==> src/rtl/comp_flag_gen.sv <==
// comp_flag_gen: digit-serial magnitude comparator producing the less/eql flag
// pair for comp_dcd. Operands are latched on a start handshake, compared
// DIGIT_W bits per cycle starting at the MSB digit, and the flags are offered
// under a valid/ready handshake.
//
// Optional feature macro: COMP_FLAG_GEN_EARLY_EXIT_EN
//   defined   -> leave CMP as soon as the first differing digit is seen
//   undefined -> always scan all NDIG digits (constant latency)
// Flag values are identical in both builds.
//
// state | meaning
// ------+----------------------------------------------------------
// IDLE  | waiting for operands, start_ready=1
// CMP   | scanning digits MSB-first, one digit per cycle
// DONE  | flags valid, waiting for out_ready
module comp_flag_gen #(
    parameter int WIDTH   = 32,
    parameter int DIGIT_W = 4
) (
    input  logic             clk,
    input  logic             rst_n,
    input  logic             start_valid,
    output logic             start_ready,
    input  logic [WIDTH-1:0] a_in,
    input  logic [WIDTH-1:0] b_in,
    input  logic             signed_in,
    output logic             out_valid,
    input  logic             out_ready,
    output logic             less_out,
    output logic             eql_out,
    output logic             busy
);

    localparam int NDIG  = WIDTH / DIGIT_W;
    localparam int IDX_W = (NDIG > 1) ? $clog2(NDIG) : 1;
    localparam logic [IDX_W-1:0] IDX_TOP = IDX_W'(NDIG - 1);

    typedef enum logic [1:0] {
        IDLE = 2'd0,
        CMP  = 2'd1,
        DONE = 2'd2
    } state_t;

    state_t state;
    state_t state_nxt;

    // Operands are shifted left each CMP cycle so the active digit is always
    // the top DIGIT_W bits; idx only tracks how many digits remain.
    logic [WIDTH-1:0]   a_reg;
    logic [WIDTH-1:0]   b_reg;
    logic [IDX_W-1:0]   idx;
    logic               decided;
    logic               dec_less;

    logic [DIGIT_W-1:0] dig_a;
    logic [DIGIT_W-1:0] dig_b;
    logic               dig_lt;
    logic               dig_gt;
    logic               last_dig;
    logic               cmp_end;
    logic               fin_less;
    logic               fin_eql;
    logic               accept;
    logic               handoff;

    assign dig_a    = a_reg[WIDTH-1 -: DIGIT_W];
    assign dig_b    = b_reg[WIDTH-1 -: DIGIT_W];
    assign dig_lt   = (dig_a < dig_b);
    assign dig_gt   = (dig_a > dig_b);
    assign last_dig = (idx == '0);

`ifdef COMP_FLAG_GEN_EARLY_EXIT_EN
    assign cmp_end  = last_dig | dig_lt | dig_gt;
`else
    assign cmp_end  = last_dig;
`endif

    // A decision recorded on an earlier digit wins; otherwise the current
    // digit decides, and all-equal through the last digit means A == B.
    assign fin_less = decided ? dec_less : dig_lt;
    assign fin_eql  = ~decided & ~dig_lt & ~dig_gt;

    assign accept   = (state == IDLE) && start_valid;
    assign handoff  = (state == DONE) && out_ready;

    // State register
    always_ff @(posedge clk or negedge rst_n) begin
        if (!rst_n) begin
            state <= IDLE;
        end else begin
            state <= state_nxt;
        end
    end

    // Next-state logic
    always_comb begin
        state_nxt = state;
        case (state)
            IDLE: if (accept)   state_nxt = CMP;
            CMP:  if (cmp_end)  state_nxt = DONE;
            DONE: if (handoff)  state_nxt = IDLE;
            default:            state_nxt = IDLE;
        endcase
    end

    // Handshake and status outputs decoded from state
    always_comb begin
        start_ready = (state == IDLE);
        out_valid   = (state == DONE);
        busy        = (state != IDLE);
    end

    // Operand latch, digit scan and flag capture
    always_ff @(posedge clk or negedge rst_n) begin
        if (!rst_n) begin
            a_reg    <= '0;
            b_reg    <= '0;
            idx      <= IDX_TOP;
            decided  <= 1'b0;
            dec_less <= 1'b0;
            less_out <= 1'b0;
            eql_out  <= 1'b0;
        end else begin
            case (state)
                IDLE: begin
                    if (accept) begin
                        // Flipping the sign bit of both operands maps
                        // two's-complement order onto unsigned order.
                        a_reg    <= {a_in[WIDTH-1] ^ signed_in, a_in[WIDTH-2:0]};
                        b_reg    <= {b_in[WIDTH-1] ^ signed_in, b_in[WIDTH-2:0]};
                        idx      <= IDX_TOP;
                        decided  <= 1'b0;
                        dec_less <= 1'b0;
                    end
                end
                CMP: begin
                    a_reg <= a_reg << DIGIT_W;
                    b_reg <= b_reg << DIGIT_W;
                    if (!last_dig) begin
                        idx <= idx - IDX_W'(1);
                    end
                    if (!decided && (dig_lt || dig_gt)) begin
                        decided  <= 1'b1;
                        dec_less <= dig_lt;
                    end
                    if (cmp_end) begin
                        less_out <= fin_less;
                        eql_out  <= fin_eql;
                    end
                end
                default: begin
                end
            endcase
        end
    end

endmodule

==> config.mk <==
export PLATFORM = sky130hd
export DESIGN_NAME = comp_flag_gen
export DESIGN_NICKNAME = d
export VERILOG_FILES = /design/src/rtl/comp_flag_gen.sv
export SDC_FILE = /design/constraint.sdc
export NUM_CORES = 1
export LEC_CHECK = 0
export CAP_MARGIN = 20
export CELL_PAD_IN_SITES_DETAIL_PLACEMENT = 1
export CELL_PAD_IN_SITES_GLOBAL_PLACEMENT = 1
export CORE_MARGIN = 8
export CORE_UTILIZATION = 34
export CTS_CLUSTER_DIAMETER = 40
export CTS_CLUSTER_SIZE = 8
export DETAILED_ROUTE_END_ITERATION = 8
export PLACE_DENSITY = 0.71
export SETUP_SLACK_MARGIN = 0.5
export SLEW_MARGIN = 20
export SYNTH_ARGS = -nofsm -noshare
export SYNTH_HDL_FRONTEND = slang
export SYNTH_SLANG_ARGS = --single-unit
==> constraint.sdc <==
create_clock -name clk -period 1.3 [get_ports clk]
set_input_delay 0.195 -clock clk [delete_from_list [all_inputs] [get_ports clk]]
set_output_delay 0.195 -clock clk [all_outputs]
set_load 0.005 [all_outputs]
# Word-level counts from Yosys, hierarchy flattened
# Cells that the tools add are included.
[totals]
regBits = 73
inputBits = 69
elab_cells = 56
[op_classes]
n_addsub = 1
order_cmp = 2
n_eq_ne = 7
mux = 17
bitwise = 7
n_reduce_logical = 14
[ops]
columns = ["operator", "count"]
rows = [
  ["$pmux 32 s2", 2],
  ["$mux 32", 2],
  ["$reduce_and 3->1", 3],
  ["$mux 2", 3],
  ["$mux 3", 2],
  ["$ne 2x2->1 const B", 3],
  ["$pmux 2 s3", 1],
  ["$pmux 3 s2", 1],
  ["$gt 4x4->1", 1],
  ["$lt 4x4->1", 1],
  ["$mux 1", 4],
  ["$ne 2x1->1 const B", 2],
  ["$pmux 1 s2", 2],
  ["$reduce_and 2->1", 2],
  ["$reduce_bool 2->1", 2],
  ["$logic_and 1x1->1", 3],
  ["$logic_not 3->1", 1],
  ["$not 1->1", 3],
  ["$sub 3x1->3 const B", 1],
  ["$and 1x1->1", 2],
  ["$eq 2x1->1 const B", 1],
  ["$eq 2x2->1 const B", 1],
  ["$logic_not 2->1", 1],
  ["$xor 1x1->1", 2],
  ["other kinds (2)", 2],
]

# Longest topological paths before layout
# Gate-level depths: netlist (run 1).
[logic_depth]
depth_word = 5
depth_mapped = 6
depth_no_buf = 6

# Worst setup path after synthesis (run 1)
# No wires, ideal clock.
[synth_timing]
path_type = "reg2reg"
start = "reg idx[0]"
end = "reg less_out"
setup_ns = 0.125
arrival_time_ns = 1.272
required_ns = 1.175
path_slack_ns = -0.097
stages_incl_launch_ff = 5
path_buffers = 0
synth_period_minus_slack_ns = 1.397
path_cell_list = "dfstp_2 > inv_1 > ha_1 > nand4bb_1 > mux2_2"
[synth_via]
elab_chain_len = 2
[synth_rtl]
columns = ["item", "line", "rtl"]
rows = [
  ["start, declared", "51", "logic [IDX_W-1:0] idx;"],
  ["start signal, assigned", "140", "idx <= idx - IDX_W'(1);"],
  ["$logic_not 3->1", "70", "assign last_dig = (idx == '0);"],
  ["$reduce_and 2->1 (no line)", "--", ""],
  ["end signal, assigned", "147", "less_out <= fin_less;"],
  ["end, declared", "29", "output logic less_out,"],
]
# No other way between the ends.
# A chain may end at the register's enable or synchronous reset.

# Worst setup path in the final report (run 1)
[layout_timing]
start = "reg state[1]"
end = "reg a_reg[22]"
[layout_via]
elab_chain_len = 4
elab_cells_between_ends = 7
[layout_rtl]
columns = ["item", "line", "rtl"]
rows = [
  ["start, declared", "44", "state_t state;"],
  ["start signal, assigned", "91", "state <= state_nxt;"],
  ["$logic_not 2->1", "83, 124", ""],
  ["$logic_and 1x1->1", "83", "assign accept = (state == IDLE) && start_valid;"],
  ["$ne 2x1->1 (no line)", "--", ""],
  ["$reduce_and 2->1 (no line)", "--", ""],
  ["end signal, assigned", "129", "a_reg <= {a_in[WIDTH-1] ^ signed_in, a_in[WIDTH-2:0]};"],
  ["end signal, assigned", "137", "a_reg <= a_reg << DIGIT_W;"],
  ["end, declared", "49", "logic [WIDTH-1:0] a_reg;"],
]
# Parallel ways exist; a longest one is shown, timed or not.

==> key figures, run 1 <==
Logic synthesis
  • Mapped cell area: 3500 µm²
  • Synth area leader: dfrtp_1
  • Syn Inst Count: 387
  • Share of Yosys cell area claimed by the top area cell type: 0.501
  • Mapped Avg Cell Area: 9.03 µm²
  • Top_reg_cell synth: dfrtp_1
  • Commonest cells post-synth: 115 x nand2_1, 70 x dfrtp_1, 59 x nor2_1
  • Synth unique cells: 35
  • Yosys reg bits: 73
  • FFs w/ async S/R, synth: 1.00
  • Syn nets: 462
  • Sequential fraction of the synthesis area: 0.524
  • Synth warnings: 0
  • Post-synth EDFFs: 0
  • Top post-synthesis cells by area: dfrtp_1 50%, nand2_1 12%, a31oi_1 9.7%
  • Top-count cell post-synth: nand2_1

Routing
  • Initial DRC Count: 172
  • Remaining antenna violation count: 0
  • DR vias/cell: 5.38
  • DRT Wirelength: 16700 µm
  • Routed len/inst: 25.1 µm
  • Drt first pass iters: 4
  • Vias: 3586
  • DRC: 0

Job
  • Max Cap Viol: 0

Global routing
  • Tot GR Track Use: 0.187
  • Total grt overflow: 0
  • Initial antenna violation count: 0
  • Largest net degree at the start of global routing: 35
  • First-pass GRT wire length: 20500 µm
  • Vias in the first global route: 3796

Setup path
  • R2r setup slk: -0.41 ns
  • Cell mode on critical path: buf_12
  • CP Cell Sequence: buf_6, buf_6, o21ba_4, buf_12, buf_12, buf_12, buf_16, a31oi_1
  • Critical path required time: 1.54 ns
  • CP max FO: 6
  • CP max stage delay: 0.42 ns
  • Max stage delay cell, worst path: dfrtp_2
  • CP bufs+invs: 6
  • Setup crit end kind: flop
  • Critical Path Start Type: flop
  • Worst path arrival time: 1.95 ns
  • Crit-path leading delay family: buffers and inverters
  • Crit Path Class: reg2reg

STA
  • Setup TNS: -22.84 ns
  • Slew headroom: 0.664
  • RSZ-0062 raised after global routing: yes
  • Final worst slack: -0.411 ns
  • Fmax achieved: 0.585 GHz
  • Slew Viols, Final: 0
  • Skew final: 0.0125 ns
  • Final cycle utilization of the critical path: 1.32
  • Setup violations, final: 75
  • Hold WS: -0.223 ns
  • Min cycle time layout: 1.71 ns
  • Slew @ Worst Pin: 0.504 ns
  • Final hold vios: 27

Cells and area
  • Final core occ: 0.608
  • Footprint of the multi-input gates: 1950 µm²
  • Area of all sequential standard cells: 1840 µm²
  • Final #Nets: 600
  • Area Growth Syn to Fin: 76.2%
  • Ant diodes: 0
  • # fillers: 1050
  • Ratio of cells with drive above 1 in the final layout: 0.347

Pwr
  • Leak pwr: 2.65 nW
  • P per Cell Area: 2850 nW/µm²
  • Peak supply drop: 873 µV

Placed design
  • Gpl congestion: 0.759
  • # port buffers: 73
  • Placed wire-length estimate: 7240 µm

Floorplan
  • Core ar.: 10100 µm²
  • Num rows: 37
  • Initial Utilization: 0.345
  • Die Height: 117 µm
  • Die Span X: 117 µm
  • Die area: 13800 µm²
  • I/O pin count: 74

CTS
  • CTS root buf: clkbuf_8
  • CTS tree: built
  • Clk buf depth: 2
  • CTS sink count: 73
  • Num CTS Buffers: 9
  • Clk slew on worst S/H paths: 0.09 ns
  • CTS H-tree lvls: 3
  • Worst skew pair latency: 0.38 ns

Run status
  • Violated checks: hold timing, setup timing
  • Status: finished with violations

Min path
  • HP Class: in2async
## metal layers
layer  routed length, µm  share of wire  GRT usage  up-vias
met1                6510           0.39      0.217     1833
met2                8770           0.52      0.333      122
li1                    -              -          -     1582
met4                 772          0.046     0.0657        0
met3                 664          0.040     0.0417       49
met5                   0              0          0        -
## cell usage in the layout (no fill, tap or decap), drive strengths merged, types with 2 or more instances in the layout
master and count:
o21ai 4, mux2 2, bufinv 2, buf 77, dfstp 3, clkdlybuf4s50 67, o31ai 2, inv 12
xor2 2, dfrtp 70, clkinv 3, nor2 60, ha 6, nand2 115, a31o 2, nand2b 5
a22o 8, clkbuf 18, a31oi 54, a21oi 3
## cells by family after synthesis
group | synth area share
buf+inv | 0.0752
mux | 0.00644
xor+xnor | 0.00752
fa+ha+maj | 0.0215
flops | 0.524
simple gates | 0.212
compound gates | 0.154
## power breakdown
| part | total, mW | switching [mW] | internal (mW) |
|---|---|---|---|
| clock network | 2.14 | 1.05 | 1.10 |
| registers | 4.38 | 0.957 | 3.43 |
| logic | 11.0 | 5.32 | 5.71 |
## cell type report
type	instances	share of cell area
clock buffers	9	0.0201
clock inverters	7	0.0167
inverters	11	0.00670
multi-input cells	277	0.316
flip-flops and latches	73	0.298
well taps	136	0.0276
repair buffers	153	0.315
## through the flow
| stage | power, mW | std cells | cell area (µm²) | hold WS (ns) | setup WS [ns] |
|---|---|---|---|---|---|
| after floorplan | 8.08 | 387 | 3620 | -0.101 | -0.00613 |
| after global placement | 9.50 | 595 | 4590 | 0.186 | -0.160 |
| after detailed placement | 9.82 | 595 | 4590 | 0.190 | -0.217 |
| after CTS | 14.1 | 643 | 5450 | -0.208 | -0.275 |
| after global routing | 18.3 | 666 | 6160 | -0.211 | -0.450 |
| final | 17.6 | 666 | 6160 | -0.223 | -0.411 |
## final timing paths
kind,from,to,depth (start not counted)
worst max-delay path,state[1]$_DFFE_PN0P_,a_reg[22]$_DFFE_PN0P_,8
worst min-delay path,rst_n,b_reg[15]$_DFFE_PN0P_,1
worst max register to register,state[1]$_DFFE_PN0P_,a_reg[22]$_DFFE_PN0P_,8
worst min register to register,eql_out$_DFFE_PN0P_,eql_out$_DFFE_PN0P_,2
max in group asynchronous,rst_n,a_reg[13]$_DFFE_PN0P_,2
min in group clk,a_in[10],a_reg[10]$_DFFE_PN0P_,3
## what timing repair did
item	CTS	global route
setup endpoints to repair	78	78
gates resized for setup	74	53
gates cloned	8	11
hold endpoints to repair	27	27
pin swaps	17	9
buffers inserted	24	12
No activity file was read; power rests on OpenSTA's default activity.
==> run 2: changes to the inputs <==
CORE_MARGIN = 5   (was 8)
SETUP_SLACK_MARGIN = 0.1   (was 0.5)
clock period = 1.4 ns   (was 1.3 ns; I/O delays follow)
==> key figures, run 2 (synthesized netlist as in run 1, its figures left out) <==
STA
  • Fmax achieved: 0.649 GHz (was 0.585 GHz)
  • Final cycle utilization of the critical path: 1.10 (was 1.32)
  • Min cycle time layout: 1.54 ns (was 1.71 ns)
  • Skew final: 0.0115 ns (was 0.0125 ns)
  • RSZ-0062 raised after global routing: yes (unchanged)
  • Slew @ Worst Pin: 0.455 ns (was 0.504 ns)
  • Setup violations, final: 55 (was 75)
  • Slew headroom: 0.697 (was 0.664)
  • Final worst slack: -0.141 ns (was -0.411 ns)
  • Slew Viols, Final: 0 (unchanged)
  • Final hold vios: 0 (was 27)

Setup path
  • CP bufs+invs: 3 (was 6)
  • Crit Path Class: reg2reg (unchanged)
  • Worst path arrival time: 1.80 ns (was 1.95 ns)
  • Setup crit end kind: flop (unchanged)
  • Critical Path Start Type: flop (unchanged)
  • Crit-path leading delay family: flip-flops (was buffers and inverters)
  • CP Cell Sequence: buf_6, and2b_4, buf_4, clkbuf_16, nand2_1, a31oi_1 (was buf_6, buf_6, o21ba_4, buf_12, buf_12, buf_12, buf_16, a31oi_1)
  • Max stage delay cell, worst path: dfrtp_2 (unchanged)
  • Critical path required time: 1.66 ns (was 1.54 ns)
  • CP max stage delay: 0.45 ns (was 0.42 ns)
  • CP max FO: 7 (was 6)

Cells and area
  • Most frequent cells in the layout: 82 x nand2_1, 67 x dfrtp_1, 67 x clkdlybuf4s50_1, 55 x nor2_1, 45 x a31oi_1 (was 114 x nand2_1, 67 x clkdlybuf4s50_1, 66 x dfrtp_1, 39 x nor2_1, 34 x a31oi_1)
  • Area Growth Syn to Fin: 63.3% (was 76.2%)
  • Final core occ: 0.561 (was 0.608)
  • Final Cell Area: 5710 µm² (was 6160 µm²)
  • Post-Layout Cell Count: 646 (was 666)
  • Final #Nets: 580 (was 600)
  • Ratio of cells with drive above 1 in the final layout: 0.318 (was 0.347)
  • # fillers: 1115 (was 1050)
  • Leading cell type in the layout, fill and taps excluded: nand2_1 (unchanged)
  • Ant diodes: 0 (unchanged)

Routing
  • Remaining antenna violation count: 0 (unchanged)
  • DRT Wirelength: 12900 µm (was 16700 µm)
  • Routed len/inst: 19.9 µm (was 25.1 µm)
  • DRC: 0 (unchanged)
  • Vias: 3310 (was 3586)
  • DR vias/cell: 5.12 (was 5.38)
  • Initial DRC Count: 124 (was 172)
  • Drt first pass iters: 4 (unchanged)

Min path
  • HP Class: in2async (unchanged)

Pwr
  • Leak pwr: 2.49 nW (was 2.65 nW)
  • Switch Pwr: 5.73 mW (was 7.33 mW)
  • Clk network pwr share: 0.158 (was 0.122)
  • P per Cell Area: 2560 nW/µm² (was 2850 nW/µm²)
  • Pint: 8.89 mW (was 10.2 mW)
  • Combinational group share of total power: 0.569 (was 0.628)
  • Peak supply drop: 1020 µV (was 873 µV)
  • Switching portion of total power: 0.392 (was 0.417)
  • Flop pwr share: 0.273 (was 0.250)

Placed design
  • Gpl congestion: 0.756 (was 0.759)
  • Placed wire-length estimate: 6890 µm (was 7240 µm)
  • Post-DP Area: 4520 µm² (was 4590 µm²)
  • Setup WS pre-CTS: -0.229 ns (was -0.217 ns)
  • # port buffers: 73 (unchanged)
  • Dpl cells: 594 (was 595)

Global routing
  • Vias in the first global route: 3665 (was 3796)
  • First-pass GRT wire length: 19500 µm (was 20500 µm)
  • Total grt overflow: 0 (unchanged)
  • Initial antenna violation count: 0 (unchanged)
  • Tot GR Track Use: 0.196 (was 0.187)
  • Largest net degree at the start of global routing: 36 (was 35)

CTS
  • Clk slew on worst S/H paths: 0.09 ns (about the same)
  • Worst skew pair latency: 0.35 ns (was 0.38 ns)
  • Clk buf depth: 2 (unchanged)
  • Num CTS Buffers: 9 (unchanged)
  • CTS tree: built (unchanged)
  • CTS H-tree lvls: 3 (unchanged)
  • CTS root buf: clkbuf_8 (unchanged)
  • CTS sink count: 73 (unchanged)

Floorplan
  • Num rows: 37 (unchanged)
  • Die area: 12400 µm² (was 13800 µm²)
  • Die Height: 111 µm (was 117 µm)
  • Die Span X: 111 µm (was 117 µm)
  • Initial Utilization: 0.343 (was 0.345)
  • I/O pin count: 74 (unchanged)
  • Core ar.: 10200 µm² (was 10100 µm²)

Run status
  • Violated checks: setup timing (was hold timing, setup timing)
  • Status: finished with violations (unchanged)

Job
  • Max Cap Viol: 0 (unchanged)
run 2: cell count changes in the layout (fill, tap and decap cells not counted), sizes merged:
cell         before  now
dlygate4sd2       0    3
clkinvlp          1    0
bufinv            2    4
nand2b            5    4
buf              77   60
clkinv            3    1
clkbuf           18   14
dlygate4sd3       0    1
inv              12   11
run 2: worst paths after layout:
path	from	cells past startpoint	end	slack, ns
min in group clk	b_in[17]	3	b_reg[17]$_DFFE_PN0P_	0.42
max in group asynchronous	rst_n	3	idx[0]$_DFFE_PN1P_	0.48
hold reg to reg	eql_out$_DFFE_PN0P_	2	eql_out$_DFFE_PN0P_	0.49
setup / recovery	state[1]$_DFFE_PN0P_	6	b_reg[30]$_DFFE_PN0P_	-0.14
hold / removal	rst_n	2	b_reg[16]$_DFFE_PN0P_	0.34
setup reg to reg	state[1]$_DFFE_PN0P_	6	b_reg[30]$_DFFE_PN0P_	-0.14
run 2: layout make-up:
class	instances	area (µm²)	share of cell area
clock buffer	11	151	0.0265
clock inverter	5	125	0.0219
inverter	11	41.3	0.00723
multi-input combinational	276	1850	0.324
sequential	73	1830	0.321
tap	136	170	0.0298
timing repair buffer	134	1540	0.269
run 2: repair_timing:
item,CTS,global route
hold buffers,1,0
endpoints found under the setup margin,77,76
pin swaps,43,36
gates cloned,5,3
setup buffers,21,9
endpoints found under the hold margin,28,0
resized for setup,86,45
run 2: layer usage:
| metal | track usage | up-vias | wire length (µm) |
|---|---|---|---|
| met5 | 0 | - | 0 |
| met4 | 0.0706 | 0 | 443 |
| met3 | 0.0397 | 32 | 437 |
| met2 | 0.339 | 95 | 6680 |
| met1 | 0.244 | 1646 | 5310 |
| li1 | - | 1537 | - |
run 2: through the flow:
step	hold WS (ns)	setup TNS, ns	total power, mW
6_report	0.343	-4.28	14.6
5_1_grt	0.386	-8.37	15.5
4_1_cts	0.348	-1.67	13.3
3_5_place_dp	0.187	-11.01	8.86
3_3_place_gp	0.177	-7.45	8.58
2_1_floorplan	-0.0856	0	7.22
run 2: power by group through the flow:
stage,Sequential [mW],Combinational [mW],Clock (mW)
floorplan,3.58,3.64,0
global placement,3.77,4.81,0
detailed placement,3.82,5.05,0
CTS,3.86,7.10,2.30
global route,4.12,8.95,2.41
finish,3.99,8.33,2.31
run 2: worst register-to-register path, delay by kind of cell (launching register included):
family	cells	cell delay, ns
DFF	1	0.45
buffers and inverters	3	0.44
and+or+nand+nor	2	0.39
AOI/OAI and AO/OA	1	0.18
==> run 3: changes to the inputs <==
HOLD_SLACK_MARGIN = 0.02   (was unset)
SKIP_CTS_REPAIR_TIMING = 1   (was unset)
==> key figures, run 3 (synthesized netlist as in run 1, its figures left out) <==
STA
  • Skew final: 0.0109 ns (was 0.0115 ns)
  • RSZ-0062 raised after global routing: yes (unchanged)
  • Final hold vios: 0 (unchanged)
  • Fmax achieved: 0.655 GHz (was 0.649 GHz)
  • Min cycle time layout: 1.53 ns (was 1.54 ns)
  • Setup violations, final: 57 (was 55)
  • Slew Viols, Final: 0 (unchanged)
  • Slew @ Worst Pin: 0.443 ns (was 0.455 ns)
  • Final worst slack: -0.126 ns (was -0.141 ns)
  • Slew headroom: 0.704 (was 0.697)
  • Final cycle utilization of the critical path: 1.09 (was 1.10)

CTS
  • CTS sink count: 73 (unchanged)
  • Num CTS Buffers: 9 (unchanged)
  • Worst skew pair latency: 0.35 ns (about the same)
  • CTS tree: built (unchanged)
  • CTS root buf: clkbuf_8 (unchanged)
  • Clk buf depth: 2 (unchanged)
  • Clk slew on worst S/H paths: 0.08 ns (was 0.09 ns)
  • CTS H-tree lvls: 3 (unchanged)

Global routing
  • Tot GR Track Use: 0.159 (was 0.196)
  • First-pass GRT wire length: 16200 µm (was 19500 µm)
  • Total grt overflow: 0 (unchanged)
  • Initial antenna violation count: 0 (unchanged)
  • Vias in the first global route: 3284 (was 3665)
  • Largest net degree at the start of global routing: 36 (unchanged)

Pwr
  • Pint: 8.18 mW (was 8.89 mW)
  • Peak supply drop: 917 µV (was 1020 µV)
  • Flop pwr share: 0.296 (was 0.273)
  • P per Cell Area: 2480 nW/µm² (was 2560 nW/µm²)
  • Switching portion of total power: 0.391 (was 0.392)
  • Combinational group share of total power: 0.532 (was 0.569)
  • Leak pwr: 2.39 nW (was 2.49 nW)
  • Clk network pwr share: 0.172 (was 0.158)
  • Switch Pwr: 5.25 mW (was 5.73 mW)
  • Power, Total: 13.4 mW (was 14.6 mW)

Setup path
  • Cell mode on critical path: buf_12
  • Worst Setup EP: b_reg[9]$_DFFE_PN0P_ (was b_reg[30]$_DFFE_PN0P_)
  • Critical Path Start Type: flop (unchanged)
  • Levels on crit path: 6 (unchanged)
  • CP bufs+invs: 3 (unchanged)
  • Reg-to-Reg End: b_reg[9]$_DFFE_PN0P_ (was b_reg[30]$_DFFE_PN0P_)
  • CP max FO: 7 (unchanged)
  • Critical path required time: 1.65 ns (was 1.66 ns)
  • Crit-path leading delay family: flip-flops (unchanged)
  • Max stage delay cell, worst path: dfrtp_2 (unchanged)
  • Setup crit end kind: flop (unchanged)
  • Launch point of the worst path: state[1]$_DFFE_PN0P_ (unchanged)
  • Worst path arrival time: 1.77 ns (was 1.80 ns)
  • R2r setup slk: -0.13 ns (was -0.14 ns)
  • Crit Path Class: reg2reg (unchanged)
  • R2r startpoint: state[1]$_DFFE_PN0P_ (unchanged)
  • Cells on worst reg2reg path: 6 (unchanged)
  • CP max stage delay: 0.45 ns (about the same)
  • CP Cell Sequence: buf_6, and2b_4, buf_12, buf_12, nand2_2, a31oi_1 (was buf_6, and2b_4, buf_4, clkbuf_16, nand2_1, a31oi_1)

Routing
  • Initial DRC Count: 106 (was 124)
  • Vias: 3175 (was 3310)
  • Met2 wire length: 6120 µm (was 6680 µm)
  • DRC: 0 (unchanged)
  • DRT Wirelength: 11600 µm (was 12900 µm)
  • Drt first pass iters: 4 (unchanged)
  • Routed len/inst: 18.5 µm (was 19.9 µm)
  • Met3 Wirelength: 300 µm (was 437 µm)
  • Remaining antenna violation count: 0 (unchanged)
  • DR top layer: met4 (unchanged)
  • DR vias/cell: 5.05 (was 5.12)
  • M1 wire length: 4920 µm (was 5310 µm)

Cells and area
  • Final #Nets: 563 (was 580)
  • Leading cell type in the layout, fill and taps excluded: nand2_1 (unchanged)
  • # fillers: 1133 (was 1115)
  • Ant diodes: 0 (unchanged)
  • Most frequent cells in the layout: 85 x nand2_1, 68 x dfrtp_1, 67 x clkdlybuf4s50_1, 57 x nor2_1, 48 x a31oi_1 (was 82 x nand2_1, 67 x dfrtp_1, 67 x clkdlybuf4s50_1, 55 x nor2_1, 45 x a31oi_1)
  • Post-Layout Cell Count: 629 (was 646)
  • Area Growth Syn to Fin: 54.8% (was 63.3%)
  • Ratio of cells with drive above 1 in the final layout: 0.274 (was 0.318)

Run status
  • Status: finished with violations (unchanged)
  • Violated checks: setup timing (unchanged)

Placed design
  • Placed wire-length estimate: 6890 µm (unchanged)
  • Gpl congestion: 0.756 (unchanged)
  • # port buffers: 73 (unchanged)
  • Dpl cells: 594 (unchanged)

Floorplan
  • Core ar.: 10200 µm² (unchanged)
  • Die Span X: 111 µm (unchanged)
  • Die area: 12400 µm² (unchanged)
  • I/O pin count: 74 (unchanged)
  • Initial Utilization: 0.343 (unchanged)
  • Num rows: 37 (unchanged)
  • Die Height: 111 µm (unchanged)

Min path
  • HP Class: in2async (unchanged)

Job
  • Max Cap Viol: 0 (unchanged)
## run 3: power groups by stage
stage	clock (mW)	sequential [mW]	combinational (mW)
after floorplan	0	3.58	3.64
after global placement	0	3.77	4.81
after detailed placement	0	3.82	5.05
after CTS	2.30	3.79	5.10
after global routing	2.42	4.09	7.76
final	2.31	3.98	7.15
## run 3: routing by layer
| metal | up-vias | GRT usage |
|---|---|---|
| li1 | 1502 | - |
| met4 | 0 | 0.0527 |
| met3 | 19 | 0.0310 |
| met1 | 1585 | 0.211 |
| met5 | - | 0 |
| met2 | 69 | 0.262 |
## run 3: worst reg2reg max path: cells and delay by family (launching register included)
family | cells | cell delay, ns
buffers and inverters | 3 | 0.44
and+or+nand+nor | 2 | 0.34
AOI/OAI and AO/OA | 1 | 0.22
DFF | 1 | 0.45
## run 3: how the worst min path moves through the flow
stage	from	end	slack, ns	cells past startpoint
2_1_floorplan	rst_n	a_reg[0]$_DFFE_PN0P_	-0.09	0
3_3_place_gp	rst_n	b_reg[14]$_DFFE_PN0P_	0.18	1
3_5_place_dp	rst_n	b_reg[14]$_DFFE_PN0P_	0.19	1
4_1_cts	rst_n	b_reg[14]$_DFFE_PN0P_	-0.19	1
5_1_grt	rst_n	b_reg[12]$_DFFE_PN0P_	0.38	2
6_report	rst_n	b_reg[16]$_DFFE_PN0P_	0.34	2
## run 3: final cells by class
| class | count | area [µm²] | area share |
|---|---|---|---|
| clock buffer | 11 | 151 | 0.0280 |
| clock inverter | 5 | 125 | 0.0231 |
| inverter | 11 | 41.3 | 0.00763 |
| multi-input combinational | 276 | 1780 | 0.330 |
| sequential | 73 | 1830 | 0.339 |
| tap | 136 | 170 | 0.0315 |
| timing repair buffer | 117 | 1310 | 0.241 |
## run 3: through the flow
stage	TNS, ns	utilization	hold WS, ns	cell area, µm²	worst slack (ns)
after floorplan	0	-	-0.0856	3530	0.0933
after global placement	-7.45	0.444	0.177	4520	-0.148
after detailed placement	-11.01	0.444	0.187	4520	-0.229
after CTS	-5.03	0.471	-0.194	4800	-0.450
after global routing	-6.30	0.531	0.380	5410	-0.212
final	-3.15	0.531	0.345	5410	-0.126
